[config.mk]
export PLATFORM = sky130hd
export DESIGN_NAME = timer_bank
export DESIGN_NICKNAME = d
export VERILOG_FILES = /design/src/rtl/timer_bank.sv
export SDC_FILE = /design/constraint.sdc
export NUM_CORES = 1
export LEC_CHECK = 0
export ABC_AREA = 1
export CORE_MARGIN = 2
export CORE_UTILIZATION = 50
export DETAILED_ROUTE_END_ITERATION = 10
export DONT_BUFFER_PORTS = 1
export GPL_TIMING_DRIVEN = 0
export PLACE_DENSITY = 0.68
export SLEW_MARGIN = 20
export SYNTH_ARGS = -nofsm -noshare
export SYNTH_HDL_FRONTEND = slang
export SYNTH_SLANG_ARGS = --single-unit
[constraint.sdc]
create_clock -name clk_2K -period 2.05 [get_ports clk_2K]
set_clock_uncertainty 0.15 [all_clocks]
set_input_delay 0.5125 -clock clk_2K [delete_from_list [all_inputs] [get_ports clk_2K]]
set_output_delay 0.5125 -clock clk_2K [all_outputs]
set_load 0.02 [all_outputs]
[src/rtl/timer_bank.sv]
// -----------------------------------------------------------------------------
// timer_bank
//   A bank of NUM_CH independent up-counters. All channels share one free-running
//   prescaler on clk_2K. Each channel has a runtime terminal value and a
//   one-shot (saturate) or auto-reload (wrap to 0) mode.
//
// Ports
//   clk_2K      : 2 kHz system clock
//   i_Reset_n   : asynchronous active-low reset
//   i_En        : per-channel count enable
//   i_Clr       : per-channel synchronous clear (wins over enable)
//   i_Mode      : per-channel mode, 0 = one-shot, 1 = auto-reload
//   i_Limit     : packed terminal values, channel k at [k*WIDTH +: WIDTH]
//   o_Count     : packed registered counts, same packing as i_Limit
//   o_Done      : combinational, channel enabled, not clearing, count >= limit
//   o_ExpPulse  : registered one-cycle pulse when an advance lands on the limit
//   o_ClrOK     : registered clear acknowledge, one cycle per sampled clear
// -----------------------------------------------------------------------------
module timer_bank #(
    parameter int unsigned NUM_CH    = 4,
    parameter int unsigned WIDTH     = 12,
    parameter int unsigned PRESC_DIV = 1
) (
    input  logic                    clk_2K,
    input  logic                    i_Reset_n,
    input  logic [NUM_CH-1:0]       i_En,
    input  logic [NUM_CH-1:0]       i_Clr,
    input  logic [NUM_CH-1:0]       i_Mode,
    input  logic [NUM_CH*WIDTH-1:0] i_Limit,
    output logic [NUM_CH*WIDTH-1:0] o_Count,
    output logic [NUM_CH-1:0]       o_Done,
    output logic [NUM_CH-1:0]       o_ExpPulse,
    output logic [NUM_CH-1:0]       o_ClrOK
);

    // At least one bit so PRESC_DIV=1 still yields a legal (constant 0) register.
    localparam int unsigned PW = (PRESC_DIV > 1) ? $clog2(PRESC_DIV) : 1;
    localparam logic [PW-1:0] PRESC_LAST = PW'(PRESC_DIV - 1);

    logic [PW-1:0] r_Presc;
    logic          tick;

    assign tick = (r_Presc == PRESC_LAST);

    // Free-running; channel clears deliberately do not realign it.
    always_ff @(posedge clk_2K or negedge i_Reset_n) begin
        if (!i_Reset_n) begin
            r_Presc <= '0;
        end else if (tick) begin
            r_Presc <= '0;
        end else begin
            r_Presc <= r_Presc + PW'(1);
        end
    end

    for (genvar k = 0; k < NUM_CH; k++) begin : g_ch
        logic [WIDTH-1:0] r_Cnt;
        logic [WIDTH-1:0] lim;
        logic             r_Exp;
        logic             r_ClrOK;

        assign lim = i_Limit[k*WIDTH +: WIDTH];

        always_ff @(posedge clk_2K or negedge i_Reset_n) begin
            if (!i_Reset_n) begin
                r_Cnt   <= '0;
                r_Exp   <= 1'b0;
                r_ClrOK <= 1'b0;
            end else begin
                r_ClrOK <= i_Clr[k];
                if (i_Clr[k]) begin
                    r_Cnt <= '0;
                    r_Exp <= 1'b0;
                end else if (i_En[k] && tick) begin
                    if (r_Cnt < lim) begin
                        // cnt < lim guarantees the increment cannot overflow.
                        r_Cnt <= r_Cnt + WIDTH'(1);
                        r_Exp <= ((r_Cnt + WIDTH'(1)) == lim);
                    end else if (i_Mode[k]) begin
                        // Wrap only pulses when the new count 0 equals the limit.
                        r_Cnt <= '0;
                        r_Exp <= (lim == '0);
                    end else begin
                        r_Exp <= 1'b0;
                    end
                end else begin
                    r_Exp <= 1'b0;
                end
            end
        end

        assign o_Count[k*WIDTH +: WIDTH] = r_Cnt;
        assign o_ExpPulse[k]             = r_Exp;
        assign o_ClrOK[k]                = r_ClrOK;
        assign o_Done[k]                 = i_En[k] && !i_Clr[k] && (r_Cnt >= lim);
    end

endmodule

==> qor.txt <==
status: complete, but fails checks
failing checks: negative setup slack
CORE AREA: 10,890 um^2
GPL Wtd Cong: 0.8962
Rel. slew slack: 0.7037
VDD IR-drop max: 0.2707 mV
worst skew pair latency: 0.32 ns
fraction of the yosys area taken by sequential cells: 0.2495
Max Slew Vio Count: 0
Post-Syn Area: 5617 um^2
Vias/cell: 5.559
PD cells: 337.6 nW/um^2
Die X: 110.0 um
Max Fclk: 388.0 MHz
CTS clk-pin slew, worst paths: 0.11 ns
Fin Hold WS: 0.05192 ns
CTS tree: built
IO Count: 122
final hold viol count: 0
post-route clock period utilization: 1.257
commonest non-fill, non-tap cells in the layout: nand2_1, inv_1, nand3_1
CTS H-tree depth: 2
Async SR Flop Fraction: 1.000
Via Count: 6,037
critical path class: flop to output pin
RSZ-0062 raised after global routing: yes
DP Worst Slack: -0.3203 ns
gr usage total: 0.2790
share of cells above drive strength 1: 0.2949
Finished Cell Area: 7211 um^2
Max-Cap Viols: 0
Pre-Repair DR Iteration Count: 5
Synth cell types: 29
row cnt: 38
Slew @ Worst Pin: 0.4404 ns
DRC viols: 0
Syn Area/Cell: 6.172 um^2
DRT Wirelength: 16,990 um
Placed Cells incl. Taps: 1,050
Sink Count: 56
crit start category: flop
post-synth top area share: 0.2495
top cells by area, synth: dfrtp_1, nand2_1, ha_1
Static Leak: 3.233 nW
number of global-route vias before repair: 5,783
area post-placement: 6276 um^2
most common library cell in the layout ignoring fill and taps: nand2_1
Longest Clk Path Bufs: 2
initial antenna violation count: 1
Die Ht: 110.0 um
global route overflow: 0
Final Core Density: 0.6623
Ys Warns: 0
final antenna-violating net count: 0
final cell count without fillers: 1,086
WL/cell: 15.65 um
worst reg-to-reg setup slack: -0.30 ns
hpwl dp: 12,590 um
root buf cell: clkbuf_8
Synth Net Count: 1,028
worst hold-check path type: input pin to flop
number of CTS-inserted buffers: 5
die footprint: 12,100 um^2
# diodes: 0
Mapped Cells: 910
CP arrival: 1.91 ns
fin crit period: 2.577 ns
Setup WS post-layout: -0.5274 ns
DR iter-0 viols: 411
CP required: 1.39 ns
CP Capture Type: output pin
I/O Buffers: 0
first-pass GRT wire length: 26,760 um
Layout area overhead: 28.38%
synthesis-stage register bit count: 56
largest fanout on the critical path: 4
Layout fillers: 977
initial core utilization: 0.5159
Post-synth EDFFs: 0
area leader, netlist: dfrtp_1
Synth Flop Type: dfrtp_1
final setup vio count: 54
Final Net Count: 1,063
largest net degree at the start of global routing: 57
-- Yosys cell counts (5+ instances only) --
| cell type | instances |
|---|---|
| inv_2 | 6 |
| nor2_2 | 9 |
| ha_1 | 56 |
| nand4_1 | 16 |
| nor4_1 | 10 |
| inv_1 | 141 |
| buf_4 | 10 |
| nor2_4 | 5 |
| o22ai_1 | 8 |
| o21ai_0 | 40 |
| nor2_1 | 82 |
| dfrtp_1 | 56 |
| nand2_1 | 318 |
| nor3_1 | 7 |
| nand3_1 | 99 |
| a21oi_1 | 20 |
-- cell type report --
type | instances | area, um^2 | area share
buffer | 11 | 90.09 | 0.01249
clock buffer | 6 | 82.58 | 0.01145
clock inverter | 2 | 13.76 | 0.001909
inverter | 147 | 618.1 | 0.08572
multi-input combinational | 696 | 4458 | 0.6183
sequential | 56 | 1461 | 0.2027
tap | 140 | 175.2 | 0.02429
timing repair buffer | 27 | 304.0 | 0.04217
timing repair inverter | 1 | 7.507 | 0.001041
-- flip-flops by register name, summed over array words and instances (netlist names) --
name / count
g_ch.r_ClrOK: 4
g_ch.r_Cnt: 48
g_ch.r_Exp: 4
-- cells by family after synthesis --
logic type,after synthesis,synth area share
and+or+nand+nor,555,0.4241
buffers and inverters,158,0.1125
AOI/OAI and AO/OA,83,0.08354
adders and majority gates,56,0.1247
DFF,56,0.2495
xor gates and xnor gates,2,0.005569
-- stage by stage --
stage          setup TNS, ns  power (mW)
2_1_floorplan        -0.1220       1.516
3_3_place_gp          -9.136       1.594
3_5_place_dp          -11.11       1.611
4_1_cts               -8.860       2.394
5_1_grt               -14.03       2.577
6_report              -8.736       2.434
-- worst paths after layout --
check,depth (start not counted),to,startpoint
worst max-delay path,8,o_Done[3],g_ch[3].r_Cnt[11]$_DFFE_PN0P_
worst max register to register,15,g_ch[3].r_Exp$_DFF_PN0_,g_ch[3].r_Cnt[8]$_DFFE_PN0P_
max in group asynchronous,2,g_ch[2].r_Cnt[3]$_DFFE_PN0P_,i_Reset_n
min in group asynchronous,2,g_ch[2].r_Cnt[8]$_DFFE_PN0P_,i_Reset_n
worst min-delay path,0,g_ch[2].r_ClrOK$_DFF_PN0_,i_Clr[2]
worst min register to register,1,g_ch[2].r_Cnt[0]$_DFFE_PN0P_,g_ch[2].r_Cnt[0]$_DFFE_PN0P_
-- critical path: stages (launching register included) --
cell     delay, ns
dfrtp_2       0.50
ha_4          0.25
a21o_1        0.15
nor2_1        0.19
nand2_1       0.10
nor2_2        0.13
inv_2         0.06
o21ai_2       0.12
inv_2         0.08
-- routing by layer --
metal,GRT usage,vias to the layer above,wire [um]
met3,0.05761,31,1125
met5,0,-,13
met4,0.09494,2,381
li1,-,3008,-
met1,0.3420,2793,6993
met2,0.4851,203,8479
-- power breakdown --
group,leakage [nW],internal (mW),switching [mW]
clock network,0.0516,0.278,0.413
logic,2.49,0.224,0.320
registers,0.689,1.13,0.0723
-- repair_timing --
action	4_1_cts	5_1_grt
buffers inserted	20	5
resized for setup	106	81
pin swaps	34	39
hold endpoints to repair	56	0
hold buffers	2	0
setup endpoints to repair	54	56
gates cloned	3	0
(Power assumes the default switching activity.)
==> RTL change 1 (same flow settings) <==
Register the output `o_Done`, without a reset; this adds one clock of latency there. The other outputs are not delayed to match. Comments in the files are not updated.
--- a/src/rtl/timer_bank.sv
+++ b/src/rtl/timer_bank.sv
@@ -36,6 +36,8 @@
     // At least one bit so PRESC_DIV=1 still yields a legal (constant 0) register.
     localparam int unsigned PW = (PRESC_DIV > 1) ? $clog2(PRESC_DIV) : 1;
     localparam logic [PW-1:0] PRESC_LAST = PW'(PRESC_DIV - 1);
+
+    logic [NUM_CH-1:0] o_Done_d;
 
     logic [PW-1:0] r_Presc;
     logic          tick;
@@ -92,7 +94,11 @@
         assign o_Count[k*WIDTH +: WIDTH] = r_Cnt;
         assign o_ExpPulse[k]             = r_Exp;
         assign o_ClrOK[k]                = r_ClrOK;
-        assign o_Done[k]                 = i_En[k] && !i_Clr[k] && (r_Cnt >= lim);
+        assign o_Done_d[k]                 = i_En[k] && !i_Clr[k] && (r_Cnt >= lim);
+    end
+
+    always_ff @(posedge clk_2K) begin
+        o_Done <= o_Done_d;
     end
 
 endmodule
Behaviour: not the same (a bounded check fails within 4 cycles, from zero or initial values and one cycle with i_Reset_n low).
==> RTL change 1 against the original RTL <==
The run still ends with negative setup slack left. Total power grew 31%. Worst setup slack better by 0.45 ns. Combinational power shrank 6.1%. Wire length rose by 0.86%. Synthesized area is 2.8% higher. Cell area increased by 4.8%. Sequential cell count is 4 higher. Sequential share of layout area grew 0.16 points. Die area grew 2.7%. Largest cell class unchanged.
==> RTL change 1: results (changes against the original RTL) <==
outcome=finished with violations (unchanged); Final Wtd Congestion=0.877 (was 0.896); CTS Buf Count=9 (was 5); post_cts resized=138 (was 106); final setup TNS=-0.883 ns (was -8.74 ns); synthesized net count=1055 (was 1028); HP Start=i_Clr[0] (was i_Clr[2]); vias in the first global route=5865 (was 5783); setup bufs post-CTS=21 (was 20); Worst Setup SP=g_ch[0].r_Cnt[7]$_DFFE_PN0P_ (was g_ch[3].r_Cnt[11]$_DFFE_PN0P_); clock slew at reported path FFs=0.05 ns (was 0.11 ns); layout cells sized above 1=28.7% (was 29.5%); dpl hpwl=11600 µm (was 12600 µm); R2R depth=11 (was 15); GRT Util Overall=27.3% (was 27.9%); post-synthesis async set-or-reset flop share=93.3% (was 100%); met2 Usage GRT=44.6% (was 48.5%); Final setup viols=26 (was 54); Worst path top cell family by delay=simple AND/OR/NAND/NOR gates (was flip-flops); vias=6185 (was 6037); met3 Use GR=7.24% (was 5.76%); initial drt markers=400 (was 411); Final WS setup=-0.0814 ns (was -0.527 ns); leak pwr=3.48 nW (was 3.23 nW); Hold Crit Endpoint=g_ch[0].r_ClrOK$_DFF_PN0_ (was g_ch[2].r_ClrOK$_DFF_PN0_); first-pass GRT wire length=27600 µm (was 26800 µm); average via count per standard cell=5.49 (was 5.56); CP arrival=2.24 ns (was 1.91 ns); Met1 Routed Length=7150 µm (was 6990 µm); failing checks=negative setup slack (unchanged); Reg-to-Reg End=g_ch[0].r_Exp$_DFF_PN0_ (was g_ch[3].r_Exp$_DFF_PN0_); initial antenna violation count=0 (was 1); CTS root buf=clkbuf_16 (was clkbuf_8); Seq/Total Area, Yosys=25.6% (was 24.9%); Synth top cells by count=348 x nand2_1, 142 x inv_1, 103 x nand3_1 (was 318 x nand2_1, 141 x inv_1, 99 x nand3_1); Rel. slew slack=57.1% (was 70.4%); top sig layer=met4 (was met5); FILL cells=955 (was 977)
==> RTL change 1: cell count changes after synthesis, moves of 3 or more <==
cell / before / now
a21oi_2: 2 / 5
dfxtp_1: 0 / 4
o21ai_0: 40 / 31
o22ai_1: 8 / 2
nand3_1: 99 / 103
o21ai_1: 3 / 6
nand2_1: 318 / 348
nor2_1: 82 / 77
nand2_2: 1 / 4
buf_4: 10 / 13
==> RTL change 1: metrics by stage <==
step           power [W]  setup slack (ns)
3_3_place_gp     0.00160            -0.491
6_report         0.00318           -0.0814
4_1_cts          0.00312           -0.0664
3_5_place_dp     0.00160            -0.496
5_1_grt          0.00332            -0.183
2_1_floorplan    0.00152            0.0336
==> RTL change 1: cell type report <==
cell class,count,area (µm²),share of cell area [%]
Clock buffer,14,254,3.36
Inverter,147,557,7.37
Buffer,14,116,1.54
Sequential cell,60,1540,20.4
Tap cell,143,179,2.37
Multi-Input combinational cell,716,4580,60.6
Timing Repair Buffer,31,315,4.17
Clock inverter,2,10.0,0.132
==> RTL change 1: cells by family (layout without fill, tap and decap cells) <==
family	Yosys count	in the layout	share of synthesized area, %
AND/OR/NAND/NOR	586	586	43.3
adder cells (fa/ha/maj)	56	56	12.1
AO/OA/AOI/OAI	72	72	7.08
buffers and inverters	161	208	11.3
XOR/XNOR	2	2	0.542
flip-flops	60	60	25.6
==> RTL change 1: power by group through the flow <==
stage / clock, W / sequential (W) / combinational [W]
floorplan: 0 / 0.00126 / 0.000259
global placement: 0 / 0.00128 / 0.000324
detailed placement: 0 / 0.00128 / 0.000325
CTS: 0.00142 / 0.00126 / 0.000432
global route: 0.00147 / 0.00128 / 0.000578
finish: 0.00139 / 0.00127 / 0.000511
==> RTL change 2 (config.mk and constraints unchanged) <==
Without the edit above. Set the parameter `NUM_CH` to 8 (it was 4).
--- a/src/rtl/timer_bank.sv
+++ b/src/rtl/timer_bank.sv
@@ -17,7 +17,7 @@
 //   o_ClrOK     : registered clear acknowledge, one cycle per sampled clear
 // -----------------------------------------------------------------------------
 module timer_bank #(
-    parameter int unsigned NUM_CH    = 4,
+    parameter int unsigned NUM_CH    = 8,
     parameter int unsigned WIDTH     = 12,
     parameter int unsigned PRESC_DIV = 1
 ) (
Ports: changed (8 resized); port bits go from 122 to 242. No check against the original RTL was run, so the function may have changed too.
==> RTL change 2 against the original RTL <==
The flow finishes with violations (negative hold slack, negative setup slack). Count of clock-buffer cells in the layout up 3. Largest cell class unchanged. Worst setup slack got worse by 0.11 ns. Wire length rose by 99%. Largest power group unchanged. Clock power grew to 2.9 times the old value. Global-route usage is 0.49 points lower. Non-clock buffer count rose by 45. Synthesized area is 97% higher. Sequential cell count rose by 56. Total power increased by 130%. Register-to-register slack got worse by 0.05 ns. Cell count is 98% higher. Cell area grew 100%. Core utilization grew 0.24 points.
==> RTL change 2: results (changes against the original RTL) <==
slew at the pin closest to its max-slew limit=0.450 ns (was 0.440 ns); CTS Buf Count=9 (was 5); YS warnings=0 (unchanged); Post-Place Worst Slack=-0.434 ns (was -0.320 ns); final setup TNS=-19.36 ns (was -8.74 ns); first-pass GRT wire length=53300 µm (was 26800 µm); GRT Util Overall=27.4% (was 27.9%); Final setup viols=107 (was 54); CTS H-Tree Depth=3 (was 2); initial drt markers=553 (was 411); clock slew at reported path FFs=0.08 ns (was 0.11 ns); wirelength, routed=33800 µm (was 17000 µm); port bufs=0 (unchanged); final net count=2093 (was 1063); top cells by area, synth=dfrtp_1 25%, nand2_1 22%, ha_1 13%, inv_1 9.6%, nand3_1 8.7% (was dfrtp_1 25%, nand2_1 21%, ha_1 12%, inv_1 9.4%, nand3_1 8.8%); Largest regs=g_ch.r_Cnt x96, g_ch.r_ClrOK x8, g_ch.r_Exp x8 (was g_ch.r_Cnt x48, g_ch.r_ClrOK x4, g_ch.r_Exp x4); Max VDD drop=0.488 mV (was 0.271 mV); Seq/Total Area, Yosys=25.4% (was 24.9%); Synth Flop Type=dfrtp_1 (unchanged); Netlist cell types=37 (was 29); layout cells sized above 1=30.9% (was 29.5%); dpl hpwl=24400 µm (was 12600 µm); vias=11717 (was 6037); slowest stage cell, crit path=dfrtp_2 (unchanged); failing checks=negative hold slack, negative setup slack (was negative setup slack); final hold violation count=112 (was 0); antenna diode count=0 (unchanged); WHS=-0.313 ns (was 0.0519 ns); pin count of the biggest net entering global routing=113 (was 57); vias in the first global route=11133 (was 5783); DRC Markers=0 (unchanged); Synth top cells by count=659 x nand2_1, 282 x inv_1, 192 x nand3_1 (was 318 x nand2_1, 141 x inv_1, 99 x nand3_1); Pre-Repair DR Iteration Count=7 (was 5); initial antenna violation count=0 (was 1); R2R depth=13 (was 15); CTS root buf=clkbuf_16 (was clkbuf_8); outcome=finished with violations (unchanged); Reg-to-Reg End=g_ch[1].r_Cnt[6]$_DFFE_PN0P_ (was g_ch[3].r_Exp$_DFF_PN0_); Worst path top cell family by delay=simple AND/OR/NAND/NOR gates (was flip-flops); HP Class=input port to async pin (was input port to flop); CP arrival=2.02 ns (was 1.91 ns); Final Wtd Congestion=0.931 (was 0.896); r2r startpoint=g_ch[1].r_Cnt[8]$_DFFE_PN0P_ (was g_ch[3].r_Cnt[8]$_DFFE_PN0P_); post-synthesis async set-or-reset flop share=100% (unchanged); Worst R2R Setup Slack=-0.35 ns (was -0.30 ns); leak pwr=6.53 nW (was 3.23 nW); Skew-Pair Late Insertion Delay=0.36 ns (was 0.32 ns); slowest stage delay, CP=0.53 ns (was 0.50 ns); Final WS setup=-0.636 ns (was -0.527 ns); synthesized net count=2021 (was 1028); peak fanout along the critical path=8 (was 4)
==> RTL change 2: changes by cell type after synthesis, sizes merged, moves of 23 or more <==
cell   change
inv      +136
a21oi     +23
nor2      +60
nand2    +347
o21ai     +49
dfrtp     +56
ha        +55
nand3     +95
==> RTL change 2: per-stage QoR <==
stage	cells	hold slack, ns	instance area [µm²]
global placement	2068	0.0694	12000
floorplan	1788	0.0669	11600
detailed placement	2068	0.0696	12000
global route	2145	-0.331	14500
CTS	2119	-0.318	13300
finish	2145	-0.313	14500
==> RTL change 2: worst max path at each step <==
stage | startpoint | to | slack [ns] | cells past startpoint
after global placement | g_ch[1].r_Cnt[8]$_DFFE_PN0P_ | g_ch[1].r_Cnt[7]$_DFFE_PN0P_ | -0.36 | 9
after CTS | g_ch[1].r_Cnt[8]$_DFFE_PN0P_ | o_Done[1] | -0.58 | 9
after floorplan | i_Limit[7] | o_Done[0] | -0.12 | 12
after global routing | g_ch[1].r_Cnt[8]$_DFFE_PN0P_ | o_Done[1] | -0.72 | 9
final | g_ch[1].r_Cnt[8]$_DFFE_PN0P_ | o_Done[1] | -0.64 | 9
after detailed placement | g_ch[1].r_Cnt[8]$_DFFE_PN0P_ | g_ch[1].r_Cnt[7]$_DFFE_PN0P_ | -0.43 | 9
==> RTL change 2: worst register-to-register path: stages (launching register included) <==
cell	delay [ns]
dfrtp_2	0.53
ha_4	0.31
nand4_1	0.18
nor2_2	0.19
nand2_1	0.09
nand3_2	0.11
inv_2	0.06
buf_6	0.12
nor2_4	0.09
nor2_4	0.04
nor2_4	0.17
buf_6	0.16
nand2_1	0.05
o21ai_1	0.07
==> RTL change 2: power by group <==
part	leakage (nW)	total, W	internal [W]	switching, W
combinational	5.00	0.00109	0.000474	0.000615
clock	0.154	0.00200	0.00109	0.000913
sequential	1.38	0.00244	0.00226	0.000179
==> RTL change 2: cells by family after synthesis <==
kind of cell,after synthesis,share of synthesized area [%]
flip-flops,112,25.4
buffers and inverters,308,11.1
XOR/XNOR,9,1.10
AND/OR/NAND/NOR,1084,41.7
adder cells (fa/ha/maj),111,12.6
AO/OA/AOI/OAI,164,8.12
==> RTL change 2: layout make-up <==
type	count	area, µm²
clock buffers	9	225
repair buffers	59	576
repair inverters	1	7.51
plain buffers	24	216
well taps	280	350
flip-flops and latches	112	2920
clock inverters	7	104
inverters	284	1200
multi-input cells	1369	8850
fillers	1915	7300
==> RTL change 2: layer usage <==
metal,share of wire [%],global-route usage (%),up-vias
li1,-,-,5883
met1,42,34.4,5370
met2,48,47.2,411
met3,8.3,6.88,53
met4,1.8,6.83,0
met5,0,0,-
==> RTL change 2: repair_timing <==
item                                    in CTS  in global routing
endpoints found under the setup margin     111                112
pin swaps                                   59                110
cloned                                       6                  4
buffers inserted                            29                 28
endpoints found under the hold margin      112                112
resized for setup                          228                270
